===== src/rtl/key_duty_ctrl_if.sv =====
// ============================================================================
// Module      : key_duty_ctrl_if
// Description : Key inputs and duty/status outputs of the key duty controller.
// Revision    : 1.0 - initial release
// ============================================================================
`default_nettype none

interface key_duty_ctrl_if #(
    parameter int WIDTH = 17
);
    logic             KEY0;
    logic             KEY1;
    logic [WIDTH-1:0] DUTY;
    logic             UP_STB;
    logic             DN_STB;
    logic [1:0]       KEY_STATE;

    modport master (
        output KEY0, KEY1,
        input  DUTY, UP_STB, DN_STB, KEY_STATE
    );

    modport slave (
        input  KEY0, KEY1,
        output DUTY, UP_STB, DN_STB, KEY_STATE
    );
endinterface

`default_nettype wire


===== src/rtl/key_duty_ctrl.sv =====
// ============================================================================
// Module      : key_duty_ctrl
// Description : Two-button synchronise/debounce/auto-repeat front end that
//               steps a saturating PWM duty value up (KEY0) or down (KEY1).
// Revision    : 1.0 - initial release
// ============================================================================
`default_nettype none

module key_duty_ctrl #(
    parameter int WIDTH         = 17,
    parameter int DUTY_RESET    = 1024,
    parameter int STEP          = 1,
    parameter int DEBOUNCE_CYC  = 1000000,
    parameter int REPEAT_DELAY  = 50000000,
    parameter int REPEAT_PERIOD = 5000000
) (
    input  wire logic      CLK100MHZ,
    input  wire logic      RESET,
    key_duty_ctrl_if.slave bus
);

    localparam int c_DB_W   = $clog2(DEBOUNCE_CYC);
    localparam int c_TM_MAX = (REPEAT_DELAY > REPEAT_PERIOD) ? REPEAT_DELAY : REPEAT_PERIOD;
    localparam int c_TM_W   = $clog2(c_TM_MAX);

    localparam logic [c_DB_W-1:0] c_DB_LAST     = c_DB_W'(DEBOUNCE_CYC - 1);
    localparam logic [c_TM_W-1:0] c_DELAY_LOAD  = c_TM_W'(REPEAT_DELAY - 1);
    localparam logic [c_TM_W-1:0] c_PERIOD_LOAD = c_TM_W'(REPEAT_PERIOD - 1);
    localparam logic [WIDTH-1:0]  c_DUTY_MAX    = {WIDTH{1'b1}};
    localparam logic [WIDTH-1:0]  c_STEP        = WIDTH'(STEP);
    localparam logic [WIDTH-1:0]  c_DUTY_RESET  = WIDTH'(DUTY_RESET);

    typedef enum logic [1:0] {
        ST_IDLE   = 2'd0,
        ST_DELAY  = 2'd1,
        ST_REPEAT = 2'd2
    } state_t;

    logic [1:0] w_key_raw;
    logic [1:0] w_step;
    logic [1:0] w_key_state;

    assign w_key_raw = {bus.KEY1, bus.KEY0};

    for (genvar k = 0; k < 2; k++) begin : g_key
        logic              r_sync1;
        logic              r_sync2;
        logic              r_deb;      // debounced level, 1 = released
        logic [c_DB_W-1:0] r_db_cnt;
        logic              r_pressed;  // previous debounced state, doubles as KEY_STATE
        state_t            r_state;
        logic [c_TM_W-1:0] r_timer;
        logic              r_step;

        always_ff @(posedge CLK100MHZ) begin
            if (RESET) begin
                r_sync1   <= 1'b1;
                r_sync2   <= 1'b1;
                r_deb     <= 1'b1;
                r_db_cnt  <= '0;
                r_pressed <= 1'b0;
            end else begin
                r_sync1   <= w_key_raw[k];
                r_sync2   <= r_sync1;
                r_pressed <= ~r_deb;
                if (r_sync2 == r_deb) begin
                    r_db_cnt <= '0;
                end else if (r_db_cnt == c_DB_LAST) begin
                    r_deb    <= r_sync2;
                    r_db_cnt <= '0;
                end else begin
                    r_db_cnt <= r_db_cnt + 1'b1;
                end
            end
        end

        // Release is checked before timer expiry so a key let go on the
        // expiry cycle never produces a late step.
        always_ff @(posedge CLK100MHZ) begin
            if (RESET) begin
                r_state <= ST_IDLE;
                r_timer <= '0;
                r_step  <= 1'b0;
            end else begin
                r_step <= 1'b0;
                case (r_state)
                    ST_IDLE: begin
                        if (!r_deb && !r_pressed) begin
                            r_step  <= 1'b1;
                            r_timer <= c_DELAY_LOAD;
                            r_state <= ST_DELAY;
                        end
                    end
                    ST_DELAY: begin
                        if (r_deb) begin
                            r_timer <= '0;
                            r_state <= ST_IDLE;
                        end else if (r_timer == '0) begin
                            r_step  <= 1'b1;
                            r_timer <= c_PERIOD_LOAD;
                            r_state <= ST_REPEAT;
                        end else begin
                            r_timer <= r_timer - 1'b1;
                        end
                    end
                    ST_REPEAT: begin
                        if (r_deb) begin
                            r_timer <= '0;
                            r_state <= ST_IDLE;
                        end else if (r_timer == '0) begin
                            r_step  <= 1'b1;
                            r_timer <= c_PERIOD_LOAD;
                        end else begin
                            r_timer <= r_timer - 1'b1;
                        end
                    end
                    default: begin
                        r_timer <= '0;
                        r_state <= ST_IDLE;
                    end
                endcase
            end
        end

        assign w_step[k]      = r_step;
        assign w_key_state[k] = r_pressed;
    end

    logic [WIDTH-1:0] r_duty;
    logic [WIDTH:0]   w_up_sum;

    // One extra bit catches the carry so the up step saturates instead of wrapping.
    assign w_up_sum = {1'b0, r_duty} + {1'b0, c_STEP};

    always_ff @(posedge CLK100MHZ) begin
        if (RESET) begin
            r_duty <= c_DUTY_RESET;
        end else if (w_step[0] && !w_step[1]) begin
            r_duty <= w_up_sum[WIDTH] ? c_DUTY_MAX : w_up_sum[WIDTH-1:0];
        end else if (w_step[1] && !w_step[0]) begin
            r_duty <= (r_duty >= c_STEP) ? (r_duty - c_STEP) : '0;
        end
    end

    assign bus.DUTY      = r_duty;
    assign bus.UP_STB    = w_step[0];
    assign bus.DN_STB    = w_step[1];
    assign bus.KEY_STATE = w_key_state;

endmodule

`default_nettype wire

===== src/flat_wrapper.sv =====
// flat-port wrapper written by rule: the top's interface ports become plain ports
module key_duty_ctrl_flat 
#(
    parameter int WIDTH         = 17,
    parameter int DUTY_RESET    = 1024,
    parameter int STEP          = 1,
    parameter int DEBOUNCE_CYC  = 1000000,
    parameter int REPEAT_DELAY  = 50000000,
    parameter int REPEAT_PERIOD = 5000000
)
  (CLK100MHZ, RESET, bus_KEY0, bus_KEY1, bus_DUTY, bus_UP_STB, bus_DN_STB, bus_KEY_STATE);
  key_duty_ctrl_if #(.WIDTH(WIDTH)) bus_i ();
  input  wire logic CLK100MHZ;
  input  wire logic RESET;
  input wire logic [$bits(bus_i.KEY0)-1:0] bus_KEY0;
  input wire logic [$bits(bus_i.KEY1)-1:0] bus_KEY1;
  output wire logic [$bits(bus_i.DUTY)-1:0] bus_DUTY;
  output wire logic [$bits(bus_i.UP_STB)-1:0] bus_UP_STB;
  output wire logic [$bits(bus_i.DN_STB)-1:0] bus_DN_STB;
  output wire logic [$bits(bus_i.KEY_STATE)-1:0] bus_KEY_STATE;
  assign bus_i.KEY0 = bus_KEY0;
  assign bus_i.KEY1 = bus_KEY1;
  assign bus_DUTY = bus_i.DUTY;
  assign bus_UP_STB = bus_i.UP_STB;
  assign bus_DN_STB = bus_i.DN_STB;
  assign bus_KEY_STATE = bus_i.KEY_STATE;
  key_duty_ctrl #(.WIDTH(WIDTH), .DUTY_RESET(DUTY_RESET), .STEP(STEP), .DEBOUNCE_CYC(DEBOUNCE_CYC), .REPEAT_DELAY(REPEAT_DELAY), .REPEAT_PERIOD(REPEAT_PERIOD)) u_core (.CLK100MHZ(CLK100MHZ), .RESET(RESET), .bus(bus_i));
endmodule

===== config.mk =====
export PLATFORM = sky130hd
export DESIGN_NAME = key_duty_ctrl_flat
export DESIGN_NICKNAME = d
export VERILOG_FILES = /design/src/rtl/key_duty_ctrl_if.sv /design/src/rtl/key_duty_ctrl.sv /design/src/flat_wrapper.sv
export SDC_FILE = /design/constraint.sdc
export NUM_CORES = 1
export LEC_CHECK = 0
export CORE_AREA = 2 2 91 137
export CTS_BUF_LIST = sky130_fd_sc_hd__clkbuf_4 sky130_fd_sc_hd__clkbuf_8 sky130_fd_sc_hd__clkbuf_16
export CTS_CLUSTER_DIAMETER = 100
export DETAILED_ROUTE_END_ITERATION = 12
export DIE_AREA = 0 0 93 139
export HOLD_SLACK_MARGIN = 0.03
export PLACE_DENSITY = 0.82
export SYNTH_ARGS = -nofsm -noshare
export SYNTH_HDL_FRONTEND = slang
export SYNTH_SLANG_ARGS = --single-unit
export TNS_END_PERCENT = 20

===== constraint.sdc =====
create_clock -name CLK100MHZ -period 3.45 [get_ports CLK100MHZ]
set_input_delay 0.5175 -clock CLK100MHZ [delete_from_list [all_inputs] [get_ports CLK100MHZ]]
set_output_delay 0.5175 -clock CLK100MHZ [all_outputs]
set_load 0.03 [all_outputs]

Word level (Yosys, flattened, before mapping)
Index checks and enable logic that the tools add are counted.
Storage, ports and cells
  bits in registers: 123
  input bits: 4
  output and inout bits: 21
  word-level logic and storage cells: 95
Operators by class
  $add $sub $neg: 6
  order comparisons: 1
  eq/ne operators: 14
  multiplexer cells: 30
  bitwise logic cells: 4
  reduce and logical (&&, ||, !) cells: 23
Operator list (number)
  26-bit 2-to-1 mux: 6
  26-bit one-hot mux with 2 select lines: 2
  17-bit 2-to-1 mux: 4
  26-bit zero test: 2
  26-bit by 1-bit subtractor with 26-bit output, second input constant: 2
  20-bit by 1-bit adder with 20-bit output, second input constant: 2
  20-bit equality test, second input constant: 2
  17-bit by 1-bit adder with 18-bit output, second input constant: 1
  17-bit by 1-bit >= comparator with 1-bit output, second input constant: 1
  17-bit by 1-bit subtractor with 17-bit output, second input constant: 1
  2-bit 2-to-1 mux: 8
  2-bit one-hot mux with 3 select lines: 2
  2-bit by 1-bit inequality test with 1-bit output, second input constant: 4
  1-bit zero test: 6
  1-bit 2-to-1 mux: 6
  3-bit by 1-bit inequality test with 1-bit output, second input constant: 2
  3-bit AND reduction: 2
  3-bit OR reduction: 2
  2-bit by 1-bit equality test with 1-bit output, second input constant: 2
  2-bit equality test, second input constant: 2
  1-bit logical AND: 4
  2-bit zero test: 2
  1-bit NOT: 4
  1-bit one-hot mux with 2 select lines: 2
  other kinds (4): 7

Depth between registers and ports, before layout
Gate-level depths: netlist of run 1.
  depth in word-level cells: 4
  mapped depth: 9
  mapped depth without buffers: 8

Worst setup path after synthesis of run 1
No wires, ideal clock.
  kind: flip-flop to flip-flop
  start point: reg u_core.r_duty[3] (netlist: u_core.bus.DUTY[3])
  end point: reg u_core.r_duty[2] (netlist: u_core.bus.DUTY[2])
  library setup time: 60 ps
  data arrival time: 2447 ps
  data required time: 3390 ps
  slack: 943 ps
  stages on the path, launching flop included: 9
  path buffers: 2
  clock period less this slack: 2507 ps
  cells stage by stage: dfxtp_1 clkbuf_1 nand4_1 nor4_1 and3_1 clkbuf_1 o221ai_1 a211o_1 nand2_1
On the way
  word-level cells in the longest chain between the ends: 4
  elaborated cells on any way between the ends: 6
  classes of those cells: add/sub (1); order compare (1); mux (4)
Ends and longest elaborated chain
  start: declaration: RTL line key_duty_ctrl.sv:129  | logic [WIDTH-1:0] r_duty;
  start signal: assignment: RTL line key_duty_ctrl.sv:137  | r_duty <= c_DUTY_RESET;
  start signal: assignment: RTL line key_duty_ctrl.sv:139  | r_duty <= w_up_sum[WIDTH] ? c_DUTY_MAX : w_up_sum[WIDTH-1:0];
  start signal: assignment: RTL line key_duty_ctrl.sv:141  | r_duty <= (r_duty >= c_STEP) ? (r_duty - c_STEP) : '0;
  17-bit by 1-bit >= comparator with 1-bit output: RTL line key_duty_ctrl.sv:141
  17-bit 2-to-1 mux: RTL line key_duty_ctrl.sv:141
  17-bit 2-to-1 mux: RTL line key_duty_ctrl.sv:140  | end else if (w_step[1] && !w_step[0]) begin
  17-bit 2-to-1 mux *: RTL line key_duty_ctrl.sv:138  | end else if (w_step[0] && !w_step[1]) begin
Every way passes the cells marked *; elsewhere a longest branch is shown, timed or not. The select of a mux whose other input is x is not followed.
A chain may end at the register's enable or synchronous reset.

Worst setup path in the final report of run 1
  start point: reg u_core.g_key[1].r_timer[10]
  end point: reg u_core.g_key[1].r_step (netlist: u_core.bus.DN_STB)
On the way
  word-level cells in the longest chain between the ends: 4
Ends and longest elaborated chain
  start: declaration: RTL line key_duty_ctrl.sv:52  | logic [c_TM_W-1:0] r_timer;
  start signal: assignment: RTL line key_duty_ctrl.sv:90  | r_timer <= c_DELAY_LOAD;
  start signal: assignment: RTL line key_duty_ctrl.sv:100  | r_timer <= c_PERIOD_LOAD;
  start signal: assignment: RTL line key_duty_ctrl.sv:103  | r_timer <= r_timer - 1'b1;
  26-bit zero test: RTL line key_duty_ctrl.sv:98, key_duty_ctrl.sv:110
  1-bit 2-to-1 mux: RTL line key_duty_ctrl.sv:98, key_duty_ctrl.sv:110
  1-bit 2-to-1 mux: RTL line key_duty_ctrl.sv:107  | if (r_deb) begin
  1-bit one-hot mux with 2 select lines: RTL line key_duty_ctrl.sv:86  | case (r_state)
  end signal: assignment: RTL line key_duty_ctrl.sv:85  | r_step <= 1'b0;
  end signal: assignment: RTL line key_duty_ctrl.sv:99  | r_step <= 1'b1;
  end signal: assignment: RTL line key_duty_ctrl.sv:111  | r_step <= 1'b1;
  end: declaration: RTL line key_duty_ctrl.sv:53  | logic r_step;
No other way between the ends.

==> results of run 1 <==
-- synthesized netlist by cell type, types with 3 or more instances --
master	count	share of area
o21ai_0	60	0.045
nor3b_1	4	0.0045
and4_1	4	0.0052
nand2b_1	8	0.0075
a211oi_1	5	0.0056
mux2i_1	3	0.0045
dfxtp_1	123	0.37
or4_1	8	0.0090
clkbuf_1	46	0.026
nand4_1	16	0.015
nor3_1	59	0.044
inv_1	26	0.015
nand2_1	80	0.045
a311oi_1	3	0.0039
o211ai_1	7	0.0079
a41oi_1	3	0.0039
or3_1	11	0.010
a21oi_1	66	0.049
o311ai_0	4	0.0052
or2_2	7	0.0066
nand3b_1	5	0.0056
nor2b_1	4	0.0037
nor4_1	21	0.020
xnor2_1	20	0.026
o31a_1	6	0.0079
nand3_1	39	0.029
nand4b_1	3	0.0039
a22oi_1	4	0.0045
nor2_1	102	0.057
o21a_1	8	0.0090
a31oi_1	23	0.022
xor2_1	24	0.031
o31ai_1	3	0.0034
and2_1	4	0.0037
and3_1	9	0.0084
ha_1	16	0.030
-- routing by layer --
metal / vias to the layer above / routed length [um]
met2: 303 / 8350
met4: 0 / 507
met3: 45 / 1100
li1: 3193 / -
met1: 3079 / 6980
met5: - / 0
-- layout by cell type (no fill, tap or decap), types with 23 or more instances in the layout --
cell type and instances:
a31oi_1 23, nand3_1 39, dfxtp_1 123, nand2_1 80
nor3_1 59, nor2_1 102, xor2_1 24, o21ai_0 60
clkdlybuf4s50_1 23, a21oi_1 66, inv_1 26
-- through the flow --
step	hold WS (ps)	utilization
finish	412	0.647
global route	415	0.647
CTS	411	0.647
detailed placement	399	0.597
global placement	398	0.597
floorplan	389	-
-- power by group through the flow --
| stage | combinational [W] | clock (W) | sequential [W] |
|---|---|---|---|
| global route | 0.00149 | 0.00187 | 0.00166 |
| CTS | 0.00132 | 0.00180 | 0.00164 |
| detailed placement | 0.00131 | 0 | 0.00167 |
| floorplan | 0.00102 | 0 | 0.00164 |
| finish | 0.00135 | 0.00178 | 0.00165 |
| global placement | 0.00129 | 0 | 0.00167 |
-- registers in the layout, indices dropped and copies added, names as in the netlist --
signal and flops:
u_core.bus.DN_STB 1, u_core.bus.DUTY 17, u_core.bus.UP_STB 1, u_core.g_key.r_db_cnt 40
u_core.g_key.r_deb 2, u_core.g_key.r_pressed 2, u_core.g_key.r_state 4, u_core.g_key.r_sync1 2
u_core.g_key.r_sync2 2, u_core.g_key.r_timer 52
-- kinds of logic (layout without fill, tap and decap cells) --
| kind of cell | count (synthesis) | count (layout) | share of synthesized area |
|---|---|---|---|
| muxes | 4 | 4 | 0.00619 |
| adders and majority gates | 16 | 16 | 0.0300 |
| xor gates and xnor gates | 44 | 44 | 0.0577 |
| and+or+nand+nor | 394 | 394 | 0.294 |
| buffers and inverters | 76 | 97 | 0.0442 |
| DFF | 123 | 123 | 0.369 |
| AOI/OAI and AO/OA | 216 | 216 | 0.199 |
-- final cells by class --
| type | instances | area, sq um |
|---|---|---|
| Inverter | 26 | 97.6 |
| Timing Repair Buffer | 40 | 355 |
| Fill cell | 1013 | 4160 |
| Clock inverter | 14 | 161 |
| Sequential cell | 123 | 2460 |
| Tap cell | 153 | 191 |
| Clock buffer | 17 | 425 |
| Multi-Input combinational cell | 674 | 3920 |
-- worst max-delay path, cell delays in order, from the launching register on --
cell and delay (ps):
dfxtp_1 340, or4_1 630, or4_4 490, nor3_1 410, buf_4 250, nand2_1 90, a2111oi_1 430
-- final timing paths --
kind / start / endpoint / slack [ps]
hold / removal: u_core.g_key[0].r_sync1 / u_core.g_key[0].r_sync2 / 410
setup / recovery: u_core.g_key[1].r_timer[10] / u_core.bus.DN_STB / 670
hold reg to reg: u_core.g_key[0].r_sync1 / u_core.g_key[0].r_sync2 / 410
setup reg to reg: u_core.g_key[1].r_timer[10] / u_core.bus.DN_STB / 670
==> results.py, run 1 <==
metrics = {
    "cts": {
        "clockRootBuffer": "clkbuf_16",
        "cts_setup_buffers": 0,
        "cts_hold_buf": 0,
        "cts_tree": "yes",
        "numCtsBuffers": 17,
        "clk_pin_slew_ps": 60,
        "cts_buffer_depth": 2,
        "worstSkewPairLatency_ps": 420,
        "clock_sinks": 123,
        "htree_levels": 4,
        "cts-resized-gates": 0,
    },
    "logic_synthesis": {
        "synth_edf_count": 0,
        "synth_seq_cells": 123,
        "ys_warn_count": 0,
        "yosysSeqAreaShare": 0.369,
        "synth_cells": 873,
        "synth_async_sr_flop_share": 0,
        "syn_area_per_cell_sq_um": 7.65,
        "syn-cell-area_sq_um": 6680,
        "synth_fp_nets": 893,
        "yosys.cell_types.count": 64,
        "synth_ff_type": "dfxtp_1",
    },
    "sta": {
        "rsz0062_at_grt": "no",
        "worst_slew_pin_slew_ps": 854,
        "setup_tns_ps": 0,
        "slew_viol_final": 0,
        "setup_ws_ps": 674,
        "slew_headroom": 0.429,
        "max_freq_mhz": 360,
        "finalSetupViolCount": 0,
        "period_minus_slack_ps": 2780,
        "finalHoldViolCount": 0,
        "post-route-period-util": 0.805,
        "fin_skew_ps": 10.7,
    },
    "power_and_ir_drop": {
        "p_comb_frac": 0.283,
        "switching_share": 0.363,
        "p_leak_nw": 2.64,
        "power_frac_seq": 0.345,
        "p_sw_w": 0.00174,
        "peakVddDrop_mv": 0.413,
        "fin_total_pwr_w": 0.00479,
        "p_int_w": 0.00305,
        "p_per_area_nw_per_um2": 629,
        "p_clk_frac": 0.373,
    },
    "status": {
        "status": "finished, final reports clean",
    },
    "floorplan": {
        "core_sq_um": 11800,
        "die_h_um": 139,
        "start_util": 0.567,
        "die_area_sq_um": 12900,
        "die_w_um": 93,
        "io_pins": 25,
        "core.rowCount": 49,
    },
    "placement": {
        "routabilityCongestion": 0.897,
        "portBuffers": 24,
        "dp_slack_ps": 791,
        "placed_cell_area_sq_um": 7020,
        "place_inst": 1016,
        "hpwl_um": 10900,
    },
    "grt": {
        "grt_pass1_vias": 6018,
        "grt_use_met1": 0.328,
        "use_met3": 0.0549,
        "grtUsageTotal": 0.266,
        "grt_pass1_wl_um": 28300,
        "met2_usage": 0.439,
        "overflow": 0,
        "antenna_found_initial": 0,
        "busiest_layer": "met2",
        "grt_max_degree": 62,
    },
    "detailed_routing": {
        "drcViolationCount": 0,
        "vias": 6620,
        "avgRoutedWirePerCell_um": 16.2,
        "drtAntennaViolNets": 0,
        "viasPerCell": 6.32,
        "dr.pass1.iters": 5,
        "drt-initial-drc-count": 544,
        "routed_wl_um": 16900,
    },
    "setup_path": {
        "end_kind": "flip-flop",
        "critical_path.startpoint_type": "flip-flop",
        "path_max_fanout": 9,
        "r2r_cells": 6,
        "crit_type": "flip-flop to flip-flop",
        "required_ps": 3740,
        "cp.arrival_ps": 3060,
    },
    "worst_hold_path": {
        "worstHoldPathCells": 1,
        "hold_class": "flip-flop to flip-flop",
    },
    "flow_run": {
        "cap_violations": 0,
    },
    "layout": {
        "instances_no_fill": 1047,
        "drive_gt1_frac": 0.0705,
        "finish.net_count": 902,
        "design_area_sq_um": 7610,
        "diodes": 0,
        "syn_to_final_growth_pct": 14.0,
    },
}
Power figures use the tool's default switching activity.
==> inputs of run 2 (changes only) <==
Clock period 3.45 ns to 2.77 ns, I/O delays scaled along.
==> run 2 against run 1 <==
Against the previous run:
- count of clock-buffer cells in the layout is 3 higher
- via count is 0.71% higher
- maximum frequency is 8.9% higher
- largest power group unchanged
==> results.py, run 2 (synthesis gave the netlist of run 1 again) <==
metrics = {
    "cts": {
        "clk_pin_slew_ps": 60,
        "cts_buffer_depth": 2,
        "clockRootBuffer": "clkbuf_16",
        "numCtsBuffers": 17,
        "cts_hold_buf": 0,
        "htree_levels": 4,
        "cts_tree": "yes",
        "clock_sinks": 123,
        "worstSkewPairLatency_ps": 410,
        "cts_setup_buffers": 0,
    },
    "detailed_routing": {
        "drt-initial-drc-count": 515,
        "drtAntennaViolNets": 0,
        "dr.pass1.iters": 6,
        "drcViolationCount": 0,
        "vias": 6667,
        "avgRoutedWirePerCell_um": 16.1,
        "viasPerCell": 6.21,
        "routed_wl_um": 17300,
    },
    "sta": {
        "post-route-period-util": 0.920,
        "finalHoldViolCount": 0,
        "rsz0062_at_grt": "no",
        "slew_headroom": 0.353,
        "period_minus_slack_ps": 2550,
        "slew_viol_final": 0,
        "fin_skew_ps": 10.2,
        "max_freq_mhz": 392,
        "setup_tns_ps": 0,
        "worst_slew_pin_slew_ps": 971,
        "finalSetupViolCount": 0,
    },
    "grt": {
        "overflow": 0,
        "met2_usage": 0.467,
        "grt_max_degree": 32,
        "grt_use_met1": 0.320,
        "grt_pass1_wl_um": 29000,
        "busiest_layer": "met2",
        "use_met3": 0.0505,
        "grt_pass1_vias": 6347,
        "grtUsageTotal": 0.270,
        "antenna_found_initial": 0,
    },
    "layout": {
        "instances_no_fill": 1073,
        "regMostFlops": "u_core.g_key.r_timer",
        "final_common_cell": "dfxtp_1",
        "drive_gt1_frac": 0.0989,
        "design_area_sq_um": 7790,
        "layout_common_cells": "123 x dfxtp_1, 101 x nor2_1, 80 x nand2_1, 66 x a21oi_1, 60 x o21ai_0",
        "multi_input_area_sq_um": 3930,
        "finish.net_count": 927,
        "diodes": 0,
        "largest_reg_flops": 52,
        "seqCellArea_sq_um": 2460,
        "syn_to_final_growth_pct": 16.8,
        "n_fill_cell": 992,
    },
    "power_and_ir_drop": {
        "peakVddDrop_mv": 0.600,
        "power_frac_seq": 0.344,
        "p_per_area_nw_per_um2": 766,
        "switching_share": 0.358,
        "p_sw_w": 0.00214,
        "p_leak_nw": 2.75,
        "p_comb_frac": 0.297,
        "p_clk_frac": 0.359,
        "fin_total_pwr_w": 0.00597,
        "p_int_w": 0.00384,
    },
    "setup_path": {
        "crit_type": "flip-flop to flip-flop",
        "path_max_fanout": 5,
        "required_ps": 3100,
        "end_kind": "flip-flop",
        "r2r-start": "u_core.g_key[1].r_timer[10]",
        "cp.arrival_ps": 2880,
        "r2r_cells": 5,
        "critical_path.startpoint_type": "flip-flop",
        "r2r_slack_ps": 220,
        "r2r_end": "u_core.g_key[1].r_timer[22]",
    },
    "placement": {
        "routabilityCongestion": 0.907,
        "portBuffers": 24,
        "hpwl_um": 11400,
        "place_inst": 1041,
        "placed_cell_area_sq_um": 7210,
    },
    "worst_hold_path": {
        "worstHoldStart": "u_core.g_key[1].r_sync1",
        "holdPathEnd": "u_core.g_key[1].r_sync2",
        "hold_class": "flip-flop to flip-flop",
        "worstHoldPathCells": 1,
    },
    "floorplan": {
        "core.rowCount": 49,
        "start_util": 0.567,
        "io_pins": 25,
        "die_w_um": 93,
        "die_h_um": 139,
        "core_sq_um": 11800,
        "die_area_sq_um": 12900,
    },
    "flow_run": {
        "cap_violations": 0,
    },
    "status": {
        "status": "finished, final reports clean",
    },
}
-- run 2: critical path, stage by stage, from the launching register on --
cell and delay (ps):
dfxtp_1 330, or4_1 590, or4_4 480, or3_4 400, or4_1 510, a31oi_1 160
-- run 2: worst max-delay path by stage --
stage	startpoint	slack, ps	depth (start not counted)	end
final	u_core.g_key[1].r_timer[10]	220	5	u_core.g_key[1].r_timer[22]
after global routing	u_core.g_key[1].r_state[1]	90	7	u_core.g_key[1].r_timer[5]
after global placement	u_core.g_key[1].r_timer[10]	280	6	u_core.g_key[1].r_timer[17]
after CTS	u_core.g_key[1].r_state[0]	160	7	u_core.g_key[1].r_timer[23]
after detailed placement	u_core.g_key[1].r_timer[10]	170	6	u_core.g_key[1].r_timer[17]
after floorplan	u_core.bus.DUTY[3]	260	8	u_core.bus.DUTY[2]
-- run 2: metal layers --
metal,vias up,routed length [um]
li1,3236,-
met1,3093,7050
met2,274,8590
met3,64,1050
met4,0,619
met5,-,0
-- run 2: area by class of cell --
type,instances,share of cell area
repair buffers,65,0.0697
clock inverters,12,0.0146
inverters,26,0.0125
clock buffers,20,0.0591
flip-flops and latches,123,0.316
multi-input cells,674,0.504
well taps,153,0.0246
-- run 2: power by group through the flow --
stage               sequential [W]  clock [W]  combinational, W
floorplan                  0.00204          0           0.00126
global placement           0.00208          0           0.00170
detailed placement         0.00208          0           0.00173
CTS                        0.00205    0.00216           0.00175
global route               0.00207    0.00223           0.00195
finish                     0.00205    0.00214           0.00178
-- run 2: repair_timing --
item	in CTS	in global routing
setup endpoints to repair	0	5
endpoints found under the hold margin	0	0
gates resized for setup	0	2
-- run 2: metrics by stage --
stage               setup slack [ps]   util  hold slack (ps)
global route                    88.9  0.662              435
detailed placement               172  0.613              411
floorplan                        263      -              389
finish                           221  0.662              420
global placement                 282  0.613              407
CTS                              161  0.661              425
==> inputs of run 3 (changes only) <==
Settings changed: CELL_PAD_IN_SITES_DETAIL_PLACEMENT set to 1, CELL_PAD_IN_SITES_GLOBAL_PLACEMENT set to 1, CORE_AREA 2 2 91 137 to 2 2 102 153, DIE_AREA 0 0 93 139 to 0 0 104 155, PLACE_DENSITY 0.82 to 0.86.
==> run 3 against run 2 <==
Against the previous run:
- routed wire length grew 26%
- via count grew 3.4%
- largest power group unchanged
- combinational power is essentially flat
- total power grew 7.2%
- register-to-register slack lost 96 ps
- clock power grew 18%
- critical endpoint unchanged
- worst hold slack gained 26 ps
- largest cell class unchanged
- sequential power is essentially flat
- die area grew 25%
==> results.py, run 3 (synthesis gave the netlist of run 1 again) <==
metrics = {
    "detailed_routing": {
        "drt-initial-drc-count": 331,
        "dr.pass1.iters": 5,
        "vias": 6895,
        "drtAntennaViolNets": 0,
        "routed_wl_um": 21800,
        "drcViolationCount": 0,
        "viasPerCell": 6.19,
        "avgRoutedWirePerCell_um": 19.6,
    },
    "setup_path": {
        "cp.arrival_ps": 2990,
        "critical_path.startpoint_type": "flip-flop",
        "path_max_fanout": 6,
        "cp_slowest_cell": "or4_1",
        "end_kind": "flip-flop",
        "required_ps": 3120,
        "r2r_cells": 5,
        "path_buf_inv": 0,
        "cpMostUsedCell": "or4_1",
        "worstPathCellList": "or4_1, or4_4, or3_4, or4_1, a31oi_1",
        "crit_family": "simple AND/OR/NAND/NOR gates",
        "crit_type": "flip-flop to flip-flop",
        "cp_slowest_stage_delay_ps": 630,
        "cp.depth": 5,
    },
    "cts": {
        "cts_hold_buf": 0,
        "cts_tree": "yes",
        "clockRootBuffer": "clkbuf_16",
        "worstSkewPairLatency_ps": 430,
        "clock_sinks": 123,
        "clk_pin_slew_ps": 60,
        "cts_buffer_depth": 2,
        "cts_setup_buffers": 0,
        "numCtsBuffers": 17,
        "htree_levels": 4,
    },
    "layout": {
        "design_area_sq_um": 7900,
        "largest_reg_flops": 52,
        "layout_common_cells": "123 x dfxtp_1, 101 x nor2_1, 80 x nand2_1, 66 x a21oi_1, 60 x o21ai_0",
        "diodes": 0,
        "finish.net_count": 921,
        "n_fill_cell": 1873,
        "regMostFlops": "u_core.g_key.r_timer",
        "final_common_cell": "dfxtp_1",
        "final_util": 0.531,
        "drive_gt1_frac": 0.0941,
        "syn_to_final_growth_pct": 18.3,
    },
    "grt": {
        "grt_pass1_vias": 7345,
        "grt_max_degree": 47,
        "antenna_found_initial": 0,
        "grt_pass1_wl_um": 36100,
        "grtUsageTotal": 0.273,
        "overflow": 0,
    },
    "flow_run": {
        "cap_violations": 0,
    },
    "sta": {
        "hold_slack_ps": 446,
        "finalSetupViolCount": 0,
        "slew_viol_final": 0,
        "fin_skew_ps": 9.86,
        "worst_slew_pin_slew_ps": 728,
        "post-route-period-util": 0.955,
        "period_minus_slack_ps": 2650,
        "finalHoldViolCount": 0,
        "max_freq_mhz": 378,
        "slew_headroom": 0.515,
    },
    "power_and_ir_drop": {
        "p_leak_nw": 2.77,
        "p_per_area_nw_per_um2": 810,
        "peakVddDrop_mv": 0.513,
    },
    "floorplan": {
        "core_sq_um": 14900,
        "die_w_um": 104,
        "die_h_um": 155,
        "start_util": 0.449,
        "die_area_sq_um": 16100,
        "core.rowCount": 55,
        "io_pins": 25,
    },
    "worst_hold_path": {
        "hold_class": "flip-flop to flip-flop",
        "worstHoldPathCells": 1,
    },
    "placement": {
        "routabilityCongestion": 0.889,
        "placed_cell_area_sq_um": 7220,
        "portBuffers": 24,
        "hpwl_um": 14000,
    },
    "status": {
        "status": "finished, final reports clean",
    },
}
[run 3: cell count changes in the layout (fill, tap and decap cells not counted), sizes merged]
cell	change
clkbuf	-1
clkinvlp	-2
buf	-6
inv	-1
bufinv	+4
[run 3: per-layer routing]
layer / up-vias / GRT usage / share of wire / wire (um)
met1: 3365 / 0.288 / 0.39 / 8550
met3: 91 / 0.0515 / 0.042 / 911
met4: 0 / 0.156 / 0.043 / 937
met5: - / 0 / 0 / 0
met2: 216 / 0.504 / 0.52 / 11400
li1: 3223 / - / - / -
[run 3: through the flow]
step / setup TNS, ps / power, W / std cells / worst slack [ps]
floorplan: 0 / 0.00330 / 873 / 263
global placement: 0 / 0.00379 / 1081 / 218
detailed placement: 0 / 0.00386 / 1081 / 123
CTS: 0 / 0.00639 / 1113 / 0.230
global route: -4.96 / 0.00671 / 1113 / -4.96
finish: 0 / 0.00640 / 1113 / 125
[run 3: repair_timing]
action,CTS,global route
cloned,0,0
hold endpoints to repair,0,0
resized for setup,1,2
setup endpoints to repair,1,9
[run 3: worst paths after layout]
path / start / to / slack, ps
hold reg to reg: u_core.g_key[0].r_sync1 / u_core.g_key[0].r_sync2 / 450
setup reg to reg: u_core.g_key[1].r_timer[10] / u_core.g_key[1].r_timer[22] / 120
setup / recovery: u_core.g_key[1].r_timer[10] / u_core.g_key[1].r_timer[22] / 120
hold / removal: u_core.g_key[0].r_sync1 / u_core.g_key[0].r_sync2 / 450
[run 3: worst register-to-register path, stage by stage (launching register included)]
cell	delay, ps
dfxtp_1	340
or4_1	630
or4_4	500
or3_4	400
or4_1	500
a31oi_1	200
[run 3: final cells by class]
class	instances	area (sq um)	area share
multi-input cells	674	3930	0.498
flip-flops and latches	123	2460	0.312
repair buffers	59	498	0.0631
clock buffers	19	447	0.0566
well taps	199	249	0.0315
clock inverters	13	214	0.0271
inverters	26	97.6	0.0124
[run 3: power by group]
group | leakage [nW] | switching (W) | total [W] | internal (W)
combinational | 1.46 | 0.00119 | 0.00181 | 0.000624
clock | 0.318 | 0.000889 | 0.00253 | 0.00164
sequential | 0.994 | 0.000162 | 0.00206 | 0.00190
